==> config.mk <==
export PLATFORM = sky130hd
export DESIGN_NAME = rfsoc_dm_cmd_seq
export DESIGN_NICKNAME = d
export VERILOG_FILES = /design/src/rtl/rfsoc_dm_cmd_seq.sv
export SDC_FILE = /design/constraint.sdc
export NUM_CORES = 1
export LEC_CHECK = 0
export ABC_AREA = 1
export BUFFER_PORTS_ARGS = -buffer_cell sky130_fd_sc_hd__buf_2
export CAP_MARGIN = 20
export CORE_ASPECT_RATIO = 1.2
export CORE_MARGIN = 3
export CORE_UTILIZATION = 36
export DETAILED_ROUTE_END_ITERATION = 16
export PLACE_DENSITY_LB_ADDON = 0.2
export SYNTH_ARGS = -nofsm -noshare
export SYNTH_HDL_FRONTEND = slang
export SYNTH_SLANG_ARGS = --single-unit
==> constraint.sdc <==
create_clock -name clk -period 10.4 [get_ports clk]
set_input_delay 1.04 -clock clk [delete_from_list [all_inputs] [get_ports clk]]
set_output_delay 1.04 -clock clk [all_outputs]
set_load 0.005 [all_outputs]
==> src/rtl/rfsoc_dm_cmd_seq.sv <==
// rfsoc_dm_cmd_seq: splits a capture into AXI DataMover commands, issues them one at a time
// and checks every status beat. Define RFSOC_DM_LOOP_EN for cyclic (DAC playback) re-launch.
module rfsoc_dm_cmd_seq #(
  parameter int MAX_BTT    = 4194304,
  parameter int BEAT_BYTES = 64
) (
  input  logic        clk,
  input  logic        rstb,
  input  logic [31:0] start_addr,
  input  logic [31:0] cap_size,
  input  logic        ctl_start,
  input  logic        ctl_reset,
  output logic [71:0] cmd_tdata,
  output logic        cmd_tvalid,
  input  logic        cmd_tready,
  input  logic [7:0]  sts_tdata,
  input  logic        sts_tvalid,
  output logic        sts_tready,
  output logic [31:0] current_addr,
  output logic [7:0]  run_cycles,
  output logic [7:0]  dm_status,
  output logic        dm_err,
  output logic        busy
);

  localparam logic [1:0]  ST_IDLE     = 2'd0;
  localparam logic [1:0]  ST_CMD      = 2'd1;
  localparam logic [1:0]  ST_WAIT_STS = 2'd2;
  localparam logic [1:0]  ST_DRAIN    = 2'd3;
  localparam logic [31:0] MAX_BTT_W   = 32'(MAX_BTT);
  localparam logic [22:0] MAX_BTT_23  = 23'(MAX_BTT);
  localparam logic [31:0] BEAT_MASK   = ~(32'(BEAT_BYTES) - 32'd1);

  function automatic logic [22:0] chunk_len(input logic [31:0] rem);
    if (rem > MAX_BTT_W) begin
      chunk_len = MAX_BTT_23;
    end else begin
      chunk_len = rem[22:0];
    end
  endfunction

  // Status beat {ok,slverr,decerr,interr,tag}: any fault bit or a stale tag is an error.
  function automatic logic sts_bad(input logic [7:0] sts, input logic [3:0] tag);
    sts_bad = !sts[7] || sts[6] || sts[5] || sts[4] || (sts[3:0] != tag);
  endfunction

  logic [1:0]  state_r, state_s;
  logic        start_d_r;
  logic [31:0] rem_r, rem_s;
  logic [31:0] addr_r, addr_s;
  logic [3:0]  tag_r, tag_s;
  logic [7:0]  run_r, run_s;
  logic [7:0]  status_r, status_s;
  logic        err_r, err_s;
  logic [71:0] cmd_tdata_r;
  logic        cmd_tvalid_r;
  logic        sts_tready_r;
  logic        busy_r;

  logic        start_edge_s;
  logic        cmd_hs_s;
  logic        sts_hs_s;
  logic [31:0] launch_rem_s;
  logic [22:0] btt_s;
  logic [22:0] btt_nxt_s;
  logic [31:0] rem_after_s;

  assign start_edge_s = ctl_start & ~start_d_r;
  assign cmd_hs_s     = cmd_tvalid_r & cmd_tready;
  assign sts_hs_s     = sts_tready_r & sts_tvalid;
  assign launch_rem_s = cap_size & BEAT_MASK;
  assign btt_s        = chunk_len(rem_r);
  assign rem_after_s  = rem_r - {9'd0, btt_s};
  assign btt_nxt_s    = chunk_len(rem_s);

  // Next-state and bookkeeping; ctl_reset overrides every other event.
  always_comb begin
    state_s  = state_r;
    rem_s    = rem_r;
    addr_s   = addr_r;
    tag_s    = tag_r;
    run_s    = run_r;
    status_s = status_r;
    err_s    = err_r;
    case (state_r)
      ST_IDLE: begin
        if (!ctl_reset && start_edge_s) begin
          if (launch_rem_s == 32'd0) begin
            err_s = 1'b1;
          end else begin
            rem_s   = launch_rem_s;
            addr_s  = start_addr;
            err_s   = 1'b0;
            state_s = ST_CMD;
          end
        end else begin
          state_s = ST_IDLE;
        end
      end
      ST_CMD: begin
        if (cmd_hs_s) begin
          tag_s = tag_r + 4'd1;
        end else begin
          tag_s = tag_r;
        end
        if (ctl_reset) begin
          state_s = cmd_hs_s ? ST_DRAIN : ST_IDLE;
        end else if (cmd_hs_s) begin
          state_s = ST_WAIT_STS;
        end else begin
          state_s = ST_CMD;
        end
      end
      ST_WAIT_STS: begin
        // An abort that coincides with the status beat already consumes it: nothing left to drain.
        if (ctl_reset) begin
          if (sts_hs_s) begin
            status_s = sts_tdata;
            state_s  = ST_IDLE;
          end else begin
            state_s = ST_DRAIN;
          end
        end else if (sts_hs_s) begin
          status_s = sts_tdata;
          if (sts_bad(sts_tdata, cmd_tdata_r[67:64])) begin
            err_s   = 1'b1;
            state_s = ST_IDLE;
          end else begin
            addr_s = addr_r + {9'd0, btt_s};
            rem_s  = rem_after_s;
            if (rem_after_s == 32'd0) begin
              run_s = run_r + 8'd1;
`ifdef RFSOC_DM_LOOP_EN
              if (ctl_start && (launch_rem_s != 32'd0)) begin
                addr_s  = start_addr;
                rem_s   = launch_rem_s;
                state_s = ST_CMD;
              end else begin
                state_s = ST_IDLE;
              end
`else
              state_s = ST_IDLE;
`endif
            end else begin
              state_s = ST_CMD;
            end
          end
        end else begin
          state_s = ST_WAIT_STS;
        end
      end
      ST_DRAIN: begin
        if (sts_hs_s) begin
          status_s = sts_tdata;
          state_s  = ST_IDLE;
        end else begin
          state_s = ST_DRAIN;
        end
      end
      default: begin
        state_s = ST_IDLE;
      end
    endcase
  end

  // State, registered outputs and the command word (loaded only when a command is first offered).
  always_ff @(posedge clk or negedge rstb) begin
    if (!rstb) begin
      state_r      <= ST_IDLE;
      start_d_r    <= 1'b0;
      rem_r        <= 32'd0;
      addr_r       <= 32'd0;
      tag_r        <= 4'd0;
      run_r        <= 8'd0;
      status_r     <= 8'd0;
      err_r        <= 1'b0;
      cmd_tdata_r  <= 72'd0;
      cmd_tvalid_r <= 1'b0;
      sts_tready_r <= 1'b0;
      busy_r       <= 1'b0;
    end else begin
      state_r      <= state_s;
      start_d_r    <= ctl_start;
      rem_r        <= rem_s;
      addr_r       <= ctl_reset ? 32'd0 : addr_s;
      tag_r        <= tag_s;
      run_r        <= run_s;
      status_r     <= status_s;
      err_r        <= err_s;
      cmd_tvalid_r <= (state_s == ST_CMD);
      sts_tready_r <= (state_s == ST_WAIT_STS) || (state_s == ST_DRAIN);
      busy_r       <= (state_s != ST_IDLE);
      if ((state_s == ST_CMD) && (state_r != ST_CMD)) begin
        cmd_tdata_r <= {4'h0, tag_s, addr_s, 1'b0, 1'b1, 6'd0, 1'b1, btt_nxt_s};
      end
    end
  end

  assign cmd_tdata    = cmd_tdata_r;
  assign cmd_tvalid   = cmd_tvalid_r;
  assign sts_tready   = sts_tready_r;
  assign current_addr = addr_r;
  assign run_cycles   = run_r;
  assign dm_status    = status_r;
  assign dm_err       = err_r;
  assign busy         = busy_r;

endmodule

==> results.cfg, run 1 <==
[logic_synthesis]
synth-edff-count = 0
yosys-top-cells-area = dfrtp_1, nand2_1, nor2_1
yosysWarnings = 0
synthArstFlopShare = 1.000
avgSynthCellArea_um2 = 6.871
synthCells = 1429
synthFlopType = dfrtp_1
syn_area_mm2 = 0.009818
synthDominantCellAreaShare = 0.3823
synth_cell_types = 49
synth-seq-cells = 150
ys_seq_area_frac = 0.3823
synth_top_cell_by_area = dfrtp_1

[setup_path]
worstPathMaxFanout = 35
cp.required_ps = 10730
cp_slowest_cell = nand2_1
critical_path_class = primary input to register
crit_top_cell = nand2_1
critical_path.cell_chain = buf_2, nor2_1, nand2_1, inv_1, nand2_1, nand2_1, nand3_1, inv_1, o21ai_0, nor2_1, nand4_1, nor2_1, nand3_1, nand2_1, nand2_1, nor2_1, nand2_1, nand2_1
cp.arrival_ps = 5230
rrSetupSlack_ps = 5900
crit_family = simple AND/OR/NAND/NOR gates
worstSetupStartpointType = primary input
max_stage_delay_ps = 620
cp_num_buf_inv = 3
worstSetupEndpointType = register

[final_layout]
multi_input_area_mm2 = 0.005095
final_cell_count_no_fill = 1953
syn2layout_area_growth_pct = 18.63
fin_nets = 1709
drive_gt1_frac = 0.1676
final-seq-area_mm2 = 0.003754
n_fill_cell = 2808

[timing]
rsz0062_at_grt = false
fin_crit_sh = 0.4713
setup_viol = 0
skew_ps = 13.33
fin_crit_ps = 4901
final_hold_viol_count = 0
worst_pin_slew_ps = 922.5
fmax_mhz = 204.0
tns_ps = 0
relSlewSlack = 0.3850
slew_violations = 0
setup_ws_ps = 5499

[run_status]
status = finished, final reports clean

[clock_network]
cts_buffers = 17
clk_path_buf_depth = 2
cts_tree = yes
cts_max_level = 4
ctsHoldBuffers = 0
postCtsSetupRepairBufs = 0
clock_sink_count = 150
root_buffer = clkbuf_16
cts_resized = 0
clkLatencyLatePin_ps = 450
clk_pin_slew_ps = 60

[die]
initial_core_util = 0.3692
die_area_mm2 = 0.02930
num_rows = 65
ios = 202
dieHeight_um = 186.9
die_w_um = 156.8
core_area_mm2 = 0.02659

[flow_run]
drv_cap = 0

[routing]
wire_per_inst_um = 17.83
drt_pass1_iterations = 5
drt_wl_total_um = 34820
postRouteAntennaNets = 0
vias = 9848
drc = 0
dr.first_iter.drc_count = 558
routed_via_density = 5.042

[placement]
dp_cells = 1920
dp_slack_ps = 5022
gp_congestion = 0.9437
io_buffers = 184
hpwl_um = 26530

[power]
vdd_drop_max_v = 0.0001330
power_density_mw_per_mm2 = 320.7
power_mw = 3.735
p_leak_nw = 6.392

[grt]
grt_max_degree = 85
grt_pass1_wl_um = 54680
overflow = 0
track_usage = 0.2403
grt_pass1_vias = 9866
antenna_found_initial = 1

[hold_path]
hold_path_class = register to register
## final timing paths
path,endpoint,cells after the start,from
worst max register to register,cmd_tdata[4]$_DFFE_PN0P_,14,state_r[1]$_DFF_PN0_
worst min register to register,run_cycles[7]$_DFFE_PN0P_,1,run_cycles[7]$_DFFE_PN0P_
min in group asynchronous,cmd_tdata[1]$_DFFE_PN0P_,1,rstb
max in group asynchronous,cmd_tdata[56]$_DFFE_PN0P_,2,rstb
worst min-delay path,run_cycles[7]$_DFFE_PN0P_,1,run_cycles[7]$_DFFE_PN0P_
worst max-delay path,cmd_tdata[4]$_DFFE_PN0P_,18,ctl_reset
## power breakdown
part,internal [mW],switching (mW)
Clock,0.404,0.271
Combinational,0.675,1.38
Sequential,0.803,0.204
Total,1.88,1.85
## routing by layer
layer	vias up	part of all wire	track usage
li1	4904	-	-
met1	4547	0.42	0.3084
met2	313	0.48	0.3936
met3	84	0.053	0.03726
met4	0	0.048	0.1142
met5	-	0	0
## kinds of logic after synthesis
family                   count (synthesis)  synth area share
flip-flops                             150            0.3823
adder cells (fa/ha/maj)                 27           0.03517
AND/OR/NAND/NOR                        765            0.3223
buffers and inverters                  245            0.1032
AO/OA/AOI/OAI                          215            0.1324
other                                    1         0.0003819
XOR/XNOR                                22           0.01962
multiplexers                             4          0.004587
## cell usage in the layout (no fill, tap or decap), types with 8 or more instances in the layout
cell type / count
nand2_1: 417
o22ai_1: 15
xor2_1: 11
a22oi_1: 13
clkbuf_16: 17
nand3_1: 66
o221ai_1: 9
xnor2_1: 11
dfrtp_1: 150
ha_1: 26
conb_1: 12
nor2_2: 8
buf_4: 12
inv_1: 186
nor2_1: 203
nor3_1: 22
buf_2: 183
a21oi_1: 60
o21ai_0: 79
nand4_1: 23
## sequential cells by signal, summed over array words and instances, names as in the netlist
register,count
dm_status,8
tag_r,4
cmd_tvalid,1
start_d_r,1
dm_err,1
state_r,2
busy,1
run_cycles,8
cmd_tdata,60
rem_r,32
current_addr,32
## cell type report
type / instances / share of cell area
clock buffers: 18 / 0.03685
repair buffers: 196 / 0.08734
clock inverters: 14 / 0.01740
well taps: 335 / 0.03599
multi-input cells: 1045 / 0.4374
diodes: 1 / 0.0002148
flip-flops and latches: 150 / 0.3223
inverters: 194 / 0.06252
## synth_stat cells (7+ instances only)
cell type    n
dfrtp_1    150
inv_1      186
nor2_2       7
o21ai_0     79
a22oi_1     13
nand2_1    417
o22ai_1     15
ha_1        26
xor2_1      11
o221ai_1     9
xnor2_1     11
buf_2       15
buf_4       12
nand3_1     66
clkbuf_1    17
a21oi_1     60
nor2_1     204
inv_2        7
nor3_1      22
o211ai_2     7
nand4_1     23
## metrics by stage
| stage | hold slack [ps] | area (um2) | util |
|---|---|---|---|
| floorplan | 464.7 | 9859 | - |
| global placement | 453.3 | 11010 | 0.4141 |
| detailed placement | 456.5 | 11010 | 0.4141 |
| CTS | 464.9 | 11640 | 0.4379 |
| global route | 492.0 | 11650 | 0.4380 |
| finish | 463.6 | 11650 | 0.4380 |
No activity file was read; power rests on OpenSTA's default activity.
==> run 2: changes to the inputs <==
Clock period 10.4 ns to 4.2 ns, I/O delays scaled along.
==> run 2 against run 1 <==
  * Design area rose by 4.3%
  * Sequential share of layout area shrank 1.3 points
  * Largest power group unchanged
  * First-iteration DRC count rose by 35%
  * Wire length grew 4.4%
  * Critical path type is now register to register
  * Clock-buffer cell count rose by 2
  * Flip-flop and latch count stayed put
  * Register-to-register slack lost 5500 ps
  * Final cell count increased by 2.9%
  * Hold slack lost 430 ps
==> results.cfg, run 2 (same netlist as run 1, synthesis figures left out) <==
[run_status]
status = finished, final reports clean

[timing]
slew_violations = 0
fin_crit_ps = 3807
skew_ps = 12.02
relSlewSlack = 0.3287
fin_crit_sh = 0.9064
final_hold_viol_count = 0
tns_ps = 0
worst_pin_slew_ps = 1007
setup_viol = 0
rsz0062_at_grt = false
fmax_mhz = 262.7

[clock_network]
ctsHoldBuffers = 0
clkLatencyLatePin_ps = 450
cts_resized = 0
root_buffer = clkbuf_16
postCtsSetupRepairBufs = 0
clk_pin_slew_ps = 70
clk_path_buf_depth = 2
cts_max_level = 4
cts_buffers = 17
cts_tree = yes
clock_sink_count = 150

[routing]
drt_wl_total_um = 36340
dr.first_iter.drc_count = 751
drc = 0
drt_pass1_iterations = 5
wire_per_inst_um = 18.09
postRouteAntennaNets = 0
vias = 10170
routed_via_density = 5.063

[setup_path]
worstPathMaxFanout = 14
rrSetupSlack_ps = 390
cp.required_ps = 4540
worstSetupStartpointType = register
worstSetupEndpointType = register
r2r-end = cmd_tdata[44]$_DFFE_PN0P_
cp.arrival_ps = 4140
ff2ff_path_depth = 22
critical_path_class = register to register
r2r_start = rem_r[24]$_DFF_PN0_

[die]
die_w_um = 156.8
dieHeight_um = 186.9
ios = 202
initial_core_util = 0.3692
core_area_mm2 = 0.02659
die_area_mm2 = 0.02930
num_rows = 65

[final_layout]
mostFrequentLayoutCell = nand2_1
drive_gt1_frac = 0.1978
final_core_util = 0.4568
final_cell_count_no_fill = 2009
syn2layout_area_growth_pct = 23.73
final_cell_mix = nand2_1, nor2_1, inv_1
final_cell_area_mm2 = 0.01215
largest_reg_flops = 60
fin_nets = 1765
n_fill_cell = 2773

[placement]
dp_cells = 1976
post_dp_cell_area_mm2 = 0.01147
io_buffers = 184
hpwl_um = 27980
gp_congestion = 0.9946

[grt]
grt_pass1_wl_um = 56780
overflow = 0
grt_pass1_vias = 10260
grt_max_degree = 95
track_usage = 0.2500
antenna_found_initial = 1

[power]
power_mw = 9.737
power_density_mw_per_mm2 = 801.5
p_leak_nw = 6.700
vdd_drop_max_v = 0.0003376

[flow_run]
drv_cap = 0

[hold_path]
hold_path_class = primary input to async pin
## run 2: critical path, stage by stage, from the launching register on
cell and delay, ps:
dfrtp_1 430, nor2_1 80, nand2_1 190, inv_2 50
nand2_2 120, nor2_4 60, nor2_4 340, nor2_1 110
ha_1 240, fa_1 440, nand3_1 100, nand2_1 80
a21oi_1 240, inv_1 120, a21oi_1 190, o21ai_0 160
o21ai_0 190, a21oi_1 60, or2_2 280, inv_1 70
nor2_1 40, nand2_1 60, nand2_1 50
## run 2: where the power goes
part           switching [mW]  internal (mW)
registers               0.447           1.99
logic                    3.62           1.95
clock network           0.654           1.07
total                    4.72           5.01
## run 2: per-layer routing
| metal | vias to the layer above | part of all wire | GRT usage |
|---|---|---|---|
| met1 | 4781 | 0.42 | 0.3144 |
| li1 | 5015 | - | - |
| met3 | 70 | 0.048 | 0.03842 |
| met5 | - | 0 | 0 |
| met2 | 306 | 0.49 | 0.4225 |
| met4 | 0 | 0.040 | 0.1078 |
## run 2: through the flow
| step | hold WS, ps | setup slack, ps |
|---|---|---|
| final | 37.22 | 393.2 |
| after global routing | 93.52 | 8.449 |
| after CTS | 87.03 | 65.77 |
| after detailed placement | 454.1 | 132.9 |
| after global placement | 454.9 | 152.6 |
| after floorplan | 124.4 | 688.7 |
## run 2: area by class of cell
cell class | instances | area, um2 | share of cell area
clock inverter | 12 | 200.2 | 0.01648
inverter | 194 | 728.2 | 0.05994
clock buffer | 20 | 446.7 | 0.03677
tap | 335 | 419.2 | 0.03450
timing repair buffer | 252 | 1475 | 0.1214
sequential | 150 | 3754 | 0.3090
antenna | 1 | 2.502 | 0.0002060
multi-input combinational | 1045 | 5122 | 0.4217
## run 2: how the worst max path moves through the flow
stage	slack (ps)	from	to	depth (start not counted)
after global routing	8	rem_r[24]$_DFF_PN0_	cmd_tdata[53]$_DFFE_PN0P_	23
after CTS	70	rem_r[24]$_DFF_PN0_	cmd_tdata[55]$_DFFE_PN0P_	24
after detailed placement	130	rem_r[24]$_DFF_PN0_	cmd_tdata[62]$_DFFE_PN0P_	22
after global placement	150	rem_r[24]$_DFF_PN0_	cmd_tdata[62]$_DFFE_PN0P_	22
after floorplan	690	rem_r[26]$_DFF_PN0_	cmd_tdata[55]$_DFFE_PN0P_	26
final	390	rem_r[24]$_DFF_PN0_	cmd_tdata[44]$_DFFE_PN0P_	22
==> run 3: changes to the inputs <==
Settings changed: MAX_ROUTING_LAYER set to met4.
==> run 3 against run 2 <==
  * Final cell count up 0.55%
  * Power down 1.6%
  * Non-clock buffer count up 13
  * Utilization about the same
==> results.cfg, run 3 (same netlist as run 1, synthesis figures left out) <==
[run_status]
status = finished, final reports clean

[die]
initial_core_util = 0.3692
die_area_mm2 = 0.02930
core_area_mm2 = 0.02659
dieHeight_um = 186.9
die_w_um = 156.8
ios = 202
num_rows = 65

[clock_network]
cts_max_level = 4
clk_pin_slew_ps = 70
cts_tree = yes
clk_path_buf_depth = 2
clkLatencyLatePin_ps = 430
clock_sink_count = 150
cts_buffers = 17
ctsHoldBuffers = 0
root_buffer = clkbuf_16

[routing]
drt-met1-wl_um = 15220
postRouteAntennaNets = 0
vias = 10190
met3_length_um = 1585
drt_pass1_iterations = 5
wl_met2_um = 17660
routed_via_density = 5.043
wire_per_inst_um = 17.67
routed.top_layer = met4
drc = 0
drt_wl_total_um = 35690
dr.first_iter.drc_count = 609

[timing]
fin_crit_sh = 0.9208
fmax_mhz = 258.6
slew_violations = 0
setup_viol = 0
skew_ps = 14.22
holdWs_ps = 89.02
fin_crit_ps = 3868
relSlewSlack = 0.4040
worst_pin_slew_ps = 894.1
final_hold_viol_count = 0

[final_layout]
largest_reg_flops = 60
syn2layout_area_growth_pct = 23.61
final_cell_mix = nand2_1, nor2_1, inv_1
fin_nets = 1778
final_cell_area_mm2 = 0.01214
mostFrequentLayoutCell = nand2_1
final_cell_count_no_fill = 2020
drive_gt1_frac = 0.2019

[setup_path]
r2r-end = cmd_tdata[44]$_DFFE_PN0P_
r2r_start = rem_r[25]$_DFF_PN0_
max_stage_delay_ps = 400
critical_path.cell_chain = nor2_1, nand2_1, nor2_1, nand2_1, nor2_1, nor2_4, buf_4, nor2_1, ha_1, buf_4, a21oi_1, o21ai_0, a21oi_2, inv_1, a21oi_1, o21ai_0, o21ai_0, a21oi_1, or2_2, inv_1, nor2_1, nand2_1, nand2_1
worstPathMaxFanout = 15
rrSetupSlack_ps = 330
worstSetupStartpointType = register
cp.arrival_ps = 4190
crit_top_cell = nor2_1
worstSetupEndpointType = register
ff2ff_path_depth = 23
cp.required_ps = 4530
cp_slowest_cell = dfrtp_1
critical_path_class = register to register

[power]
vdd_drop_max_v = 0.0002970
p_leak_nw = 6.722
power_mw = 9.586
power_density_mw_per_mm2 = 789.8

[placement]
io_buffers = 184
hpwl_um = 27830
dp_cells = 1986
post_dp_cell_area_mm2 = 0.01153
gp_congestion = 0.9492

[grt]
grt_pass1_vias = 10050
track_usage = 0.2510
overflow = 0
grt_pass1_wl_um = 55310
antenna_found_initial = 1
grt_max_degree = 91

[flow_run]
drv_cap = 0

[hold_path]
hold_path_class = primary input to async pin
## run 3: cell types whose count changed in the layout (fill, tap and decap cells not counted), sizes merged
cell / previous run / this run
buf: 252 / 265
bufinv: 5 / 2
clkbuf: 20 / 18
clkinv: 4 / 6
clkinvlp: 3 / 4
## run 3: layout make-up
class                           count  area (um2)
Antenna cell                        1       2.502
Clock buffer                       18       429.2
Clock inverter                     12       131.4
Fill cell                        2829       14460
Inverter                          194       728.2
Multi-Input combinational cell   1045        5109
Sequential cell                   150        3754
Tap cell                          335       419.2
Timing Repair Buffer              265        1564
## run 3: worst max-delay path by stage
stage	end	cells after the start	slack, ps	start
finish	cmd_tdata[44]$_DFFE_PN0P_	23	330	rem_r[25]$_DFF_PN0_
global route	cmd_tdata[55]$_DFFE_PN0P_	23	-30	rem_r[25]$_DFF_PN0_
CTS	cmd_tdata[55]$_DFFE_PN0P_	24	120	rem_r[25]$_DFF_PN0_
detailed placement	cmd_tdata[55]$_DFFE_PN0P_	24	150	rem_r[25]$_DFF_PN0_
global placement	cmd_tdata[55]$_DFFE_PN0P_	24	180	rem_r[25]$_DFF_PN0_
floorplan	cmd_tdata[55]$_DFFE_PN0P_	26	690	rem_r[26]$_DFF_PN0_
## run 3: through the flow
stage | TNS, ps | utilization | setup slack [ps]
after floorplan | 0 | - | 688.7
after global placement | 0 | 0.4333 | 180.4
after detailed placement | 0 | 0.4337 | 146.0
after CTS | 0 | 0.4548 | 124.0
after global routing | -117.1 | 0.4564 | -29.88
final | 0 | 0.4564 | 332.4
## run 3: report_power, final
group          total, mW  internal (mW)  switching (mW)
clock               1.52          0.868           0.651
combinational       5.63           2.04            3.59
sequential          2.44           1.99           0.451
total               9.59           4.90            4.69
## run 3: timing repair
item / CTS / global route
setup endpoints to repair: 0 / 29
gates resized for setup: 0 / 4
buffers inserted: 0 / 3
## run 3: layer usage
metal / up-vias / GRT usage
li1: 5042 / -
met1: 4802 / 0.3075
met2: 283 / 0.4213
met3: 60 / 0.03587
met4: 0 / 0.08723
met5: - / -
## run 3: worst max-delay path: cells and delay by family, from the launching register on
| kind | cells | cell delay, ps |
|---|---|---|
| and+or+nand+nor | 11 | 1450 |
| AOI/OAI and AO/OA | 7 | 1140 |
| adders and majority gates | 1 | 260 |
| buffers and inverters | 4 | 480 |
| DFF | 1 | 400 |
